### src/rtl/vga_text_render.sv
`timescale 1ns/1ps
// ---------------------------------------------------------------------------
// vga_text_render
//
// Purpose:
//   Turns a 1280x1024 raster position into pixels from a 160x64 text grid
//   of 8x16 cells. Each pixel takes one character RAM lookup and one font
//   ROM lookup. The pipeline is free-running and produces one pixel per
//   clock. The sync strobes are delayed so that they line up with the
//   colour outputs.
//
// Optional feature (macro CURSOR_BLINK_EN):
//   When this macro is defined, a frame counter counts falling edges of
//   vsync_in. While bit BLINK_LOG2-1 of that counter is set, the cursor
//   cell is drawn with foreground and background swapped. When the macro
//   is undefined, the cursor ports are ignored and no frame counter exists.
//
// Ports:
//   clk                      pixel clock; all logic runs on the rising edge
//   rst                      synchronous, active-high reset
//   h_in, v_in               raster position from the sync stage
//   hsync_in, vsync_in,
//   blank_in, sync_in        active-low strobes, one cycle behind h_in/v_in
//   char_addr                character RAM address (row*160 + col)
//   char_data                character code, valid the cycle after char_addr
//   font_addr                font ROM address {code, glyph row}
//   font_data                glyph row, valid the cycle after font_addr;
//                            bit 7 is the leftmost pixel
//   cursor_col, cursor_row   cursor cell
//   red, green, blue         pixel colour, valid 5 cycles after h_in/v_in
//   hsync_out, vsync_out,
//   blank_out, sync_out      delayed strobes, aligned with the colour
// ---------------------------------------------------------------------------
module vga_text_render #(
  parameter logic [23:0] FG_COLOR   = 24'hFFFFFF,
  parameter logic [23:0] BG_COLOR   = 24'h000000,
  parameter int          BLINK_LOG2 = 5
) (
  input  logic        clk,
  input  logic        rst,
  input  logic [10:0] h_in,
  input  logic [10:0] v_in,
  input  logic        hsync_in,
  input  logic        vsync_in,
  input  logic        blank_in,
  input  logic        sync_in,
  output logic [13:0] char_addr,
  input  logic [7:0]  char_data,
  output logic [11:0] font_addr,
  input  logic [7:0]  font_data,
  input  logic [7:0]  cursor_col,
  input  logic [5:0]  cursor_row,
  output logic [7:0]  red,
  output logic [7:0]  green,
  output logic [7:0]  blue,
  output logic        hsync_out,
  output logic        vsync_out,
  output logic        blank_out,
  output logic        sync_out
);

  // Cell coordinates and visibility of the incoming raster position
  logic [7:0]  w_col;
  logic [5:0]  w_row;
  logic        w_inside;
  logic [13:0] w_addr;

  assign w_col    = h_in[10:3];
  assign w_row    = v_in[9:4];
  assign w_inside = (h_in < 11'd1280) && (v_in < 11'd1024);

  // Compute row*160 as row*128 + row*32, which needs only two shifted adds
  assign w_addr = {1'b0, w_row, 7'b0} + {3'b0, w_row, 5'b0} + {6'b0, w_col};

  // Pipeline registers
  logic [13:0]      r_charAddr;
  logic [11:0]      r_fontAddr;
  logic [23:0]      r_rgb;
  logic [3:0]       r_insidePipe;
  logic [3:0][2:0]  r_hLowPipe;
  logic [1:0][3:0]  r_vLowPipe;
  logic [3:0]       r_hsyncPipe;
  logic [3:0]       r_vsyncPipe;
  logic [3:0]       r_blankPipe;
  logic [3:0]       r_syncPipe;

  logic w_swap;
  logic w_pixBit;
  logic w_fgSel;

  // Stage 1: register the character address. The glyph column and the
  // visibility flag travel alongside it so that they arrive at the pixel
  // stage together with font_data. The glyph row only needs to reach the
  // font address stage.
  always_ff @(posedge clk) begin
    if (rst) begin
      r_charAddr   <= '0;
      r_insidePipe <= '0;
      r_hLowPipe   <= '0;
      r_vLowPipe   <= '0;
    end else begin
      r_charAddr   <= w_inside ? w_addr : 14'd0;
      r_insidePipe <= {r_insidePipe[2:0], w_inside};
      r_hLowPipe   <= {r_hLowPipe[2:0], h_in[2:0]};
      r_vLowPipe   <= {r_vLowPipe[0], v_in[3:0]};
    end
  end

  // Stage 3: char_data answers the address from the previous cycle. Join it
  // with the glyph row that has been delayed to the same point.
  always_ff @(posedge clk) begin
    if (rst) begin
      r_fontAddr <= '0;
    end else begin
      r_fontAddr <= {char_data, r_vLowPipe[1]};
    end
  end

  // Bit 7 is the leftmost pixel. For a 3-bit column, 7 - x equals ~x.
  assign w_pixBit = font_data[~r_hLowPipe[3]];
  assign w_fgSel  = w_pixBit ^ w_swap;

  // Stage 5: choose the colour. The third blank stage describes the same
  // position as font_data, because the strobes arrive one cycle later than
  // the position they describe.
  always_ff @(posedge clk) begin
    if (rst) begin
      r_rgb <= '0;
    end else if (!r_insidePipe[3] || !r_blankPipe[2]) begin
      r_rgb <= '0;
    end else begin
      r_rgb <= w_fgSel ? FG_COLOR : BG_COLOR;
    end
  end

  // Four-cycle strobe delay. The syncs reset to their inactive level, and
  // blank resets to "blanking" so that the reset state reads as dark.
  always_ff @(posedge clk) begin
    if (rst) begin
      r_hsyncPipe <= 4'hF;
      r_vsyncPipe <= 4'hF;
      r_syncPipe  <= 4'hF;
      r_blankPipe <= 4'h0;
    end else begin
      r_hsyncPipe <= {r_hsyncPipe[2:0], hsync_in};
      r_vsyncPipe <= {r_vsyncPipe[2:0], vsync_in};
      r_syncPipe  <= {r_syncPipe[2:0], sync_in};
      r_blankPipe <= {r_blankPipe[2:0], blank_in};
    end
  end

`ifdef CURSOR_BLINK_EN
  logic                  r_vsyncPrev;
  logic [BLINK_LOG2-1:0] r_frameCnt;
  logic [3:0]            r_cursorPipe;
  logic                  w_cursorHit;

  assign w_cursorHit = (w_col == cursor_col) && (w_row == cursor_row);

  // Count falling edges of vsync_in. The counter is only as wide as the
  // blink bit, so it simply wraps and the cursor phase keeps toggling.
  always_ff @(posedge clk) begin
    if (rst) begin
      r_vsyncPrev  <= 1'b1;
      r_frameCnt   <= '0;
      r_cursorPipe <= '0;
    end else begin
      r_vsyncPrev  <= vsync_in;
      r_cursorPipe <= {r_cursorPipe[2:0], w_cursorHit};
      if (r_vsyncPrev && !vsync_in) begin
        r_frameCnt <= r_frameCnt + 1'b1;
      end
    end
  end

  assign w_swap = r_cursorPipe[3] & r_frameCnt[BLINK_LOG2-1];
`else
  logic w_unusedCursor;

  assign w_unusedCursor = ^{cursor_col, cursor_row, (BLINK_LOG2 > 0)};
  assign w_swap         = 1'b0;
`endif

  assign char_addr = r_charAddr;
  assign font_addr = r_fontAddr;
  assign red       = r_rgb[23:16];
  assign green     = r_rgb[15:8];
  assign blue      = r_rgb[7:0];
  assign hsync_out = r_hsyncPipe[3];
  assign vsync_out = r_vsyncPipe[3];
  assign blank_out = r_blankPipe[3];
  assign sync_out  = r_syncPipe[3];

endmodule
### config.mk
export PLATFORM = sky130hd
export DESIGN_NAME = vga_text_render
export DESIGN_NICKNAME = d
export VERILOG_FILES = /design/src/rtl/vga_text_render.sv
export SDC_FILE = /design/constraint.sdc
export NUM_CORES = 1
export LEC_CHECK = 0
export CAP_MARGIN = 25
export CORE_MARGIN = 2
export CORE_UTILIZATION = 35
export CTS_BUF_LIST = sky130_fd_sc_hd__clkbuf_16
export DETAILED_ROUTE_END_ITERATION = 10
export PLACE_DENSITY = 0.66
export SLEW_MARGIN = 25
export SYNTH_ARGS = -nofsm -noshare
export SYNTH_HDL_FRONTEND = slang
export SYNTH_SLANG_ARGS = --single-unit
export TNS_END_PERCENT = 30
### constraint.sdc
create_clock -name clk -period 5.9 [get_ports clk]
set_input_delay 1.18 -clock clk [delete_from_list [all_inputs] [get_ports clk]]
set_output_delay 1.18 -clock clk [all_outputs]
set_load 0.01 [all_outputs]
==> results of run 1 <==
## how the worst max path moves through the flow
stage          slack [ns]  cells after the start             to
6_report             2.57                      9  char_addr[12]
5_1_grt              2.45                      9  char_addr[12]
4_1_cts              2.57                      9  char_addr[12]
3_5_place_dp         2.24                      9  char_addr[12]
3_3_place_gp         2.25                      9  char_addr[12]
2_1_floorplan        2.86                      8  char_addr[12]
## layout by cell type (no fill, tap or decap), types with 3 or more instances in the layout
cell type | synthesis | routed
inv_1 | 6 | 7
and3_1 | 10 | 10
ha_1 | 11 | 11
nor2b_1 | 39 | 39
dfxtp_1 | 67 | 67
or2_2 | 13 | 13
o21ai_0 | 3 | 3
clkdlybuf4s50_1 | 0 | 96
clkbuf_16 | 0 | 9
a211oi_1 | 4 | 4
nor2_1 | 5 | 5
nor3_1 | 3 | 3
## worst max-delay path: stages
cell and delay (ns):
clkdlybuf4s50_1 0.47, inv_1 0.06, fa_1 0.52, inv_1 0.06, fa_1 0.48, a211oi_1 0.29
o21bai_1 0.12, a21oi_1 0.19, mux2i_1 0.19
## power groups by stage
stage / Combinational [mW] / Clock, mW / Sequential [mW]
final: 0.104 / 0.554 / 0.474
after detailed placement: 0.105 / 0 / 0.484
after global placement: 0.104 / 0 / 0.484
after global routing: 0.116 / 0.589 / 0.476
after floorplan: 0.0466 / 0 / 0.488
after CTS: 0.106 / 0.569 / 0.474
## logic make-up after synthesis
kind of cell / after synthesis / share of synthesized area
multiplexers: 4 / 0.0315
buffers and inverters: 34 / 0.0913
AND/OR/NAND/NOR: 73 / 0.186
flip-flops: 67 / 0.572
AO/OA/AOI/OAI: 14 / 0.0395
adder cells (fa/ha/maj): 13 / 0.0758
XOR/XNOR: 1 / 0.00374
## per-layer routing
metal	wire length [µm]	GRT usage	share of wire
met1	1550	0.114	0.41
met2	1750	0.178	0.47
met3	394	0.0423	0.10
met4	63	0.0794	0.017
met5	0	0	0
## cell type report
class / count / area share
clock buffers: 9 / 0.0638
clock inverters: 7 / 0.0262
inverters: 6 / 0.00638
multi-input cells: 105 / 0.223
flip-flops and latches: 67 / 0.380
well taps: 77 / 0.0273
repair buffers: 97 / 0.273
## sequential cells by signal, indices dropped and copies added (netlist names)
register      flops
char_addr        14
r_insidePipe      4
font_addr        12
r_hLowPipe       12
r_hsyncPipe       4
r_syncPipe        4
r_vsyncPipe       4
r_vLowPipe        8
r_blankPipe       4
r_rgb             1
## stage by stage
step / util / power, mW
after global routing: 0.550 / 1.18
after global placement: 0.500 / 0.587
after detailed placement: 0.500 / 0.589
final: 0.550 / 1.13
after floorplan: - / 0.535
after CTS: 0.550 / 1.15
==> reports/metrics.cfg, run 1 <==
[run_status]
status=finished with violations
violations=design-rule violations

[synthesis]
synth_top_cell_by_area=dfxtp_1
synthTopCellsByArea=dfxtp_1 57%, nor2b_1 10%, buf_4 7.4%, ha_1 5.9%, or2_2 3.5%
avgSynthCellArea_um2=11.4
synth-seq-cells=67
netlist_area_um2=2340
yosysUniqueCellTypes=24
yosys_warnings=0
yosysMostFrequentCell=dfxtp_1
yosys.area.top_type_share=0.572
synthArstFlopShare=0
synth_edf_count=0
synth-main-ff-cell=dfxtp_1
syn-instance-count=206
syn_nets=277
synthTopCellsByCount=67 x dfxtp_1, 39 x nor2b_1, 23 x buf_4
yosysSeqAreaShare=0.572

[finish]
fin_cells=368
fin_nets=357
multi_input_area_um2=788
n_antenna_cell=0
fill_cells=575
syn_to_final_growth_pct=50.7
final_area_um2=3530
seq_area_um2=1340
layout-drive-gt1-share=0.107

[worst_setup_path]
required_ns=6.15
r2r_setup_slack_ns=4.49
worstSetupStartpointType=primary input
r2r_start=r_hLowPipe[9]
critPathKind=in2reg
cp-startpoint=h_in[10]
cp_max_fo=3
worstRegToRegCells=3
worst_setup_path_end_kind=register
rr_endpoint=r_rgb[22]
critical_path_arrival_ns=3.57

[hold_path]
min_path_type=reg2reg
hold_path_depth=1
min_from=r_syncPipe[2]
min_to=r_syncPipe[3]

[die]
die_y_um=85.8
initial_core_util=0.365
die_area_um2=7370
pin_count=112
coreArea_um2=6420
die_w_um=85.8
rows=29

[global_route]
grt_pass1_vias=1430
antenna_found_initial=0
grt_start_max_net_pins=53
gr-total-overflow=0
grt_usage=0.109
grt_first_pass_wirelength_mm=6.13

[timing]
final.min_clock_period_ns=3.33
fin_hold_ws_ns=0.405
tightest_slew_ns=0.806
fmax_ghz=0.301
fin_skew_ns=0.00322
maxSlewHeadroom=0.463
fin_crit_sh=0.564
setup_ws_ns=2.57
final-max-slew-violation-count=0
fin_tns_setup_ns=0
rsz0062_at_grt=no
hold_viol_final=0
setup_viol=0

[drt]
ant_nets=0
firstDrtPassIters=8
via_count=1575
avgRoutedWirePerCell_um=10.2
drc_errors=10
via_per_inst=4.28
drtIter0Drc=53
routed_wl_mm=3.76

[placement]
dpl.hpwl_mm=2.68
dp_cells=352
finalWeightedCongestion=0.638
placed_area_um2=3210
pre_cts_ws_ns=2.24
port_buffers=97

[power]
clockPowerShare=0.489
power.switching_mw=0.229
p_int_mw=0.903
sw_frac_of_total=0.203
p_per_area_nw_per_um2=321
peakVddDrop_mv=0.147
p_seq_frac=0.419
combinationalPowerShare=0.092
power_leakage_nw=1.45

[cts]
postCtsHoldBufs=0
clock-sinks=67
cts_setup_buffers=0
cts-root-buf=clkbuf_16
path_clk_slew_ns=0.05
clk_latency_ns=0.32
htree_levels=3
cts_resized=0
cts_buffers=9
cts.path.max_buffers=2
tritoncts=yes

[job]
maxCapViolCount=0

Note: power is estimated with default switching activity, not from simulation.
==> run 2: changes to the inputs <==
Clock period 5.9 ns to 3.4 ns, I/O delays scaled along.
==> run 2 against run 1 <==
The flow still finishes with violations (design-rule violations). Global-route usage rose by 0.58 points. Sequential power is 74% higher. Sequential cell count did not move. Worst hold slack gained 0.00078 ns. Via count decreased by 2.5%. Critical endpoint unchanged.
==> reports/metrics.cfg, run 2 (synthesis results as in run 1) <==
[die]
die_w_um=85.8  ; unchanged
pin_count=112  ; unchanged
die_y_um=85.8  ; unchanged
initial_core_util=0.365  ; unchanged
coreArea_um2=6420  ; unchanged
die_area_um2=7370  ; unchanged
rows=29  ; unchanged

[timing]
final.min_clock_period_ns=2.84
hold_viol_final=0  ; unchanged
setup_viol=0  ; unchanged
tightest_slew_ns=0.604  ; was 0.806 ns
rsz0062_at_grt=no  ; unchanged
fmax_ghz=0.352
final-max-slew-violation-count=0  ; unchanged
fin_crit_sh=0.835
fin_hold_ws_ns=0.406  ; was 0.405 ns
fin_skew_ns=0.00439  ; was 0.00322 ns
maxSlewHeadroom=0.597  ; was 0.463
fin_tns_setup_ns=0  ; unchanged

[cts]
path_clk_slew_ns=0.05  ; about the same
clk_latency_ns=0.32  ; about the same
htree_levels=3  ; unchanged
cts_buffers=9  ; unchanged
cts-root-buf=clkbuf_16  ; unchanged
cts.path.max_buffers=2  ; unchanged
postCtsHoldBufs=0  ; unchanged
cts_setup_buffers=0  ; unchanged
cts_resized=0  ; unchanged
clock-sinks=67  ; unchanged
tritoncts=yes  ; unchanged

[placement]
dpl.hpwl_mm=2.77  ; was 2.68 mm
port_buffers=97  ; unchanged
finalWeightedCongestion=0.658  ; was 0.638

[hold_path]
min_path_type=reg2reg  ; unchanged
min_to=r_hsyncPipe[3]  ; was r_syncPipe[3]
min_from=r_hsyncPipe[2]  ; was r_syncPipe[2]
hold_path_depth=1  ; unchanged

[drt]
ant_nets=0  ; unchanged
routed_wl_mm=3.86  ; was 3.76 mm
drc_errors=10  ; unchanged
via_count=1536  ; was 1575
firstDrtPassIters=7  ; was 8
via_per_inst=4.15  ; was 4.28
drtIter0Drc=39  ; was 53
avgRoutedWirePerCell_um=10.4  ; was 10.2 µm

[finish]
n_antenna_cell=0  ; unchanged
final_cell_mix=96 x clkdlybuf4s50_1, 67 x dfxtp_1, 39 x nor2b_1, 13 x or2_2, 11 x ha_1  ; unchanged
layout-drive-gt1-share=0.113  ; was 0.107
largest_reg_flops=14  ; unchanged
syn_to_final_growth_pct=51.3  ; was 50.7%
fin_nets=359  ; was 357
mostFrequentLayoutCell=clkdlybuf4s50_1  ; unchanged

[power]
combinationalPowerShare=0.094  ; was 0.092
power.switching_mw=0.402  ; was 0.229 mW
sw_frac_of_total=0.204  ; was 0.203
clockPowerShare=0.489  ; about the same
p_per_area_nw_per_um2=556  ; was 321 nW/µm²
p_seq_frac=0.418  ; was 0.419
power_leakage_nw=1.47  ; was 1.45 nW
peakVddDrop_mv=0.298  ; was 0.147 mV
p_int_mw=1.57  ; was 0.903 mW

[global_route]
grt_pass1_vias=1450  ; was 1430
antenna_found_initial=0  ; unchanged
grt_first_pass_wirelength_mm=6.44  ; was 6.13 mm
grt_start_max_net_pins=28  ; was 53
gr-total-overflow=0  ; unchanged
grt_usage=0.115  ; was 0.109

[worst_setup_path]
worstSetupStartpointType=primary input  ; unchanged
critical_path_arrival_ns=3.09  ; was 3.57 ns
r2r_start=r_hLowPipe[9]  ; unchanged
r2r_setup_slack_ns=1.97  ; was 4.49 ns
required_ns=3.65  ; was 6.15 ns
rr_endpoint=r_rgb[22]  ; unchanged
worst_setup_path_end_kind=register  ; unchanged
critPathKind=in2reg  ; unchanged
cp-startpoint=h_in[10]  ; unchanged
cp_max_fo=3  ; unchanged
worstRegToRegCells=3  ; unchanged

[run_status]
status=finished with violations  ; unchanged
violations=design-rule violations  ; unchanged

[job]
maxCapViolCount=0  ; unchanged

-- run 2: cell count changes in the layout (fill, tap and decap cells not counted) --
cell	delta
clkinv_1	+1
clkinv_4	+1
inv_1	-1
buf_4	+2
clkinvlp_4	-2
clkinv_2	+1
-- run 2: area by class of cell --
type / count / area (µm²)
timing repair buffer: 99 / 981
clock inverter: 7 / 91.3
sequential: 67 / 1340
fill: 553 / 2880
tap: 77 / 96.3
multi-input combinational: 105 / 788
inverter: 6 / 22.5
clock buffer: 9 / 225
-- run 2: stage by stage --
| stage | worst slack [ns] | std cells | utilization | power (mW) | cell area [µm²] |
|---|---|---|---|---|---|
| finish | 0.560 | 370 | 0.552 | 1.97 | 3550 |
| global route | 0.378 | 370 | 0.552 | 2.06 | 3550 |
| CTS | 0.565 | 370 | 0.552 | 2.00 | 3550 |
| detailed placement | 0.217 | 354 | 0.503 | 1.03 | 3230 |
| global placement | 0.261 | 354 | 0.503 | 1.02 | 3230 |
| floorplan | 0.863 | 206 | - | 0.928 | 2340 |
-- run 2: how the worst max path moves through the flow --
stage | endpoint | slack [ns] | cells after the start
finish | char_addr[12] | 0.56 | 9
global placement | char_addr[12] | 0.26 | 9
CTS | char_addr[12] | 0.56 | 9
global route | char_addr[12] | 0.38 | 9
floorplan | char_addr[12] | 0.86 | 8
detailed placement | char_addr[12] | 0.22 | 9
-- run 2: metal layers --
| layer | up-vias | GRT usage | routed length (µm) |
|---|---|---|---|
| li1 | 808 | - | - |
| met1 | 656 | 0.130 | 1690 |
| met2 | 66 | 0.181 | 1780 |
| met3 | 6 | 0.0404 | 343 |
| met4 | 0 | 0.0779 | 50 |
| met5 | - | 0 | 0 |
-- run 2: power by group through the flow --
stage	clock [mW]	combinational [mW]	sequential [mW]
final	0.963	0.185	0.823
after global routing	1.03	0.204	0.826
after CTS	0.991	0.187	0.823
after detailed placement	0	0.185	0.840
after global placement	0	0.182	0.839
after floorplan	0	0.0809	0.847
-- run 2: critical path, stage by stage --
cell and delay [ns]:
clkdlybuf4s50_1 0.47, inv_1 0.06, fa_1 0.52, inv_1 0.06
fa_1 0.48, a211oi_1 0.31, o21bai_1 0.12, a21oi_1 0.19
mux2i_1 0.19
==> run 3: changes to the inputs <==
Clock period 3.4 ns to 2.65 ns, I/O delays scaled along.
==> run 3 against run 2 <==
The flow still finishes with violations (design-rule violations). Via count is 1.9% higher. Die area stayed put. Total power is 34% higher. Critical path depth stayed put. Register-to-register slack worse by 0.74 ns. Worst hold slack hardly changed. Combinational power is 36% higher. Setup slack worse by 0.45 ns. Sequential power is 29% higher. Count of clock-buffer cells in the layout stayed put. Critical path type unchanged. Largest power group unchanged. Highest routed layer unchanged.
==> reports/metrics.cfg, run 3 (synthesis results as in run 1) <==
[worst_setup_path]
rr_endpoint=r_rgb[22]  ; unchanged
r2r_setup_slack_ns=1.23  ; was 1.97 ns
critical_path_arrival_ns=2.75  ; was 3.09 ns
cp_max_fo=2  ; was 3
cp-startpoint=h_in[10]  ; unchanged
worst_setup_path_end_kind=register  ; unchanged
worstRegToRegCells=3  ; unchanged
required_ns=2.86  ; was 3.65 ns
worstSetupStartpointType=primary input  ; unchanged
critPathKind=in2reg  ; unchanged
r2r_start=r_hLowPipe[9]  ; unchanged

[timing]
final-max-slew-violation-count=0  ; unchanged
hold_viol_final=0  ; unchanged
maxSlewHeadroom=0.595  ; was 0.597
fin_crit_sh=0.959
fin_skew_ns=0.00291  ; was 0.00439 ns
setup_ws_ns=0.109  ; was 0.560 ns
tightest_slew_ns=0.607  ; was 0.604 ns
final.min_clock_period_ns=2.54
fmax_ghz=0.394
rsz0062_at_grt=no  ; unchanged
setup_viol=0  ; unchanged

[drt]
firstDrtPassIters=6  ; was 7
drtIter0Drc=46  ; was 39
ant_nets=0  ; unchanged
avgRoutedWirePerCell_um=10.4  ; about the same
routed_wl_mm=3.92  ; was 3.86 mm
via_count=1565  ; was 1536
via_per_inst=4.17  ; was 4.15
drc_errors=10  ; unchanged

[die]
die_w_um=85.8  ; unchanged
die_area_um2=7370  ; unchanged
rows=29  ; unchanged
die_y_um=85.8  ; unchanged
pin_count=112  ; unchanged
initial_core_util=0.365  ; unchanged
coreArea_um2=6420  ; unchanged

[run_status]
status=finished with violations  ; unchanged
violations=design-rule violations  ; unchanged

[cts]
cts.path.max_buffers=2  ; unchanged
clk_latency_ns=0.32  ; about the same
path_clk_slew_ns=0.05  ; about the same
tritoncts=yes  ; unchanged
cts-root-buf=clkbuf_16  ; unchanged
clock-sinks=67  ; unchanged
postCtsHoldBufs=0  ; unchanged
htree_levels=3  ; unchanged
cts_buffers=9  ; unchanged

[global_route]
grt_first_pass_wirelength_mm=6.41  ; was 6.44 mm
grt_start_max_net_pins=52  ; was 28
gr-total-overflow=0  ; unchanged
grt_pass1_vias=1429  ; was 1450
grt_usage=0.115  ; about the same
antenna_found_initial=0  ; unchanged

[finish]
largest_reg_flops=14  ; unchanged
fin_nets=364  ; was 359
n_antenna_cell=0  ; unchanged
mostFrequentLayoutCell=clkdlybuf4s50_1  ; unchanged
final_cell_mix=96 x clkdlybuf4s50_1, 67 x dfxtp_1, 39 x nor2b_1, 13 x or2_2, 11 x ha_1  ; unchanged
syn_to_final_growth_pct=54.5  ; was 51.3%
utilization=0.564  ; was 0.552
layout-drive-gt1-share=0.138  ; was 0.113

[power]
peakVddDrop_mv=0.345  ; was 0.298 mV
power_leakage_nw=1.50  ; was 1.47 nW
p_per_area_nw_per_um2=729  ; was 556 nW/µm²
finalPower_mw=2.64  ; was 1.97 mW

[placement]
dpl.hpwl_mm=2.75  ; was 2.77 mm
pre_cts_ws_ns=-0.347  ; was 0.217 ns
finalWeightedCongestion=0.662  ; was 0.658
port_buffers=97  ; unchanged

[hold_path]
min_path_type=reg2reg  ; unchanged
min_from=r_hsyncPipe[0]  ; was r_hsyncPipe[2]
min_to=r_hsyncPipe[1]  ; was r_hsyncPipe[3]
hold_path_depth=1  ; unchanged

[job]
maxCapViolCount=0  ; unchanged

==> run 3: cell types whose count changed in the layout (fill, tap and decap cells not counted), sizes merged <==
cell	delta
buf	+5
bufinv	+1
clkinv	-2
clkinvlp	+1
==> run 3: timing repair <==
| action | in CTS | in global routing |
|---|---|---|
| buffers inserted | 0 | 0 |
| resized for setup | 1 | 2 |
| setup endpoints to repair | 1 | 3 |
| pin swaps | 0 | 3 |
==> run 3: per-stage QoR <==
stage / std cells / instance area (µm²) / setup TNS (ns) / hold WS [ns]
finish: 375 / 3620 / 0 / 0.406
floorplan: 206 / 2340 / 0 / 0.389
global route: 375 / 3620 / 0 / 0.420
detailed placement: 359 / 3270 / -1.05 / 0.394
global placement: 359 / 3270 / -0.964 / 0.391
CTS: 375 / 3610 / 0 / 0.407
==> run 3: worst max-delay path, cell delays in order <==
cell and delay (ns):
clkdlybuf4s50_1 0.48, inv_1 0.06, fa_1 0.52, inv_1 0.06, ha_1 0.32, a211oi_2 0.22, o21ai_0 0.16, and3_1 0.21
o21ba_2 0.19
==> run 3: area by class of cell <==
cell class                      count  area (µm²)
Fill cell                         552        2800
Sequential cell                    67        1340
Clock inverter                      7         115
Inverter                            6        22.5
Timing Repair Buffer              104        1020
Clock buffer                        9         225
Multi-Input combinational cell    105         801
Tap cell                           77        96.3
==> run 3: worst max path at each step <==
stage          slack (ns)             to  cells past startpoint
2_1_floorplan        0.26  char_addr[12]                      8
3_3_place_gp        -0.30  char_addr[12]                      9
3_5_place_dp        -0.35  char_addr[12]                      9
4_1_cts              0.04  char_addr[12]                      9
5_1_grt              0.01  char_addr[13]                      9
6_report             0.11  char_addr[13]                      9
==> run 3: report_power, final <==
group | internal [mW] | total, mW | leakage, nW | switching, mW
clock | 0.916 | 1.33 | 0.163 | 0.416
combinational | 0.155 | 0.252 | 0.783 | 0.0970
sequential | 1.05 | 1.06 | 0.550 | 0.00817
total | 2.12 | 2.64 | 1.50 | 0.521
==> run 3: routing by layer <==
layer,vias to the layer above,GRT usage,part of all wire
li1,822,-,-
met1,663,0.128,0.42
met2,69,0.188,0.46
met3,11,0.0385,0.089
met4,0,0.0736,0.023
met5,-,0,0
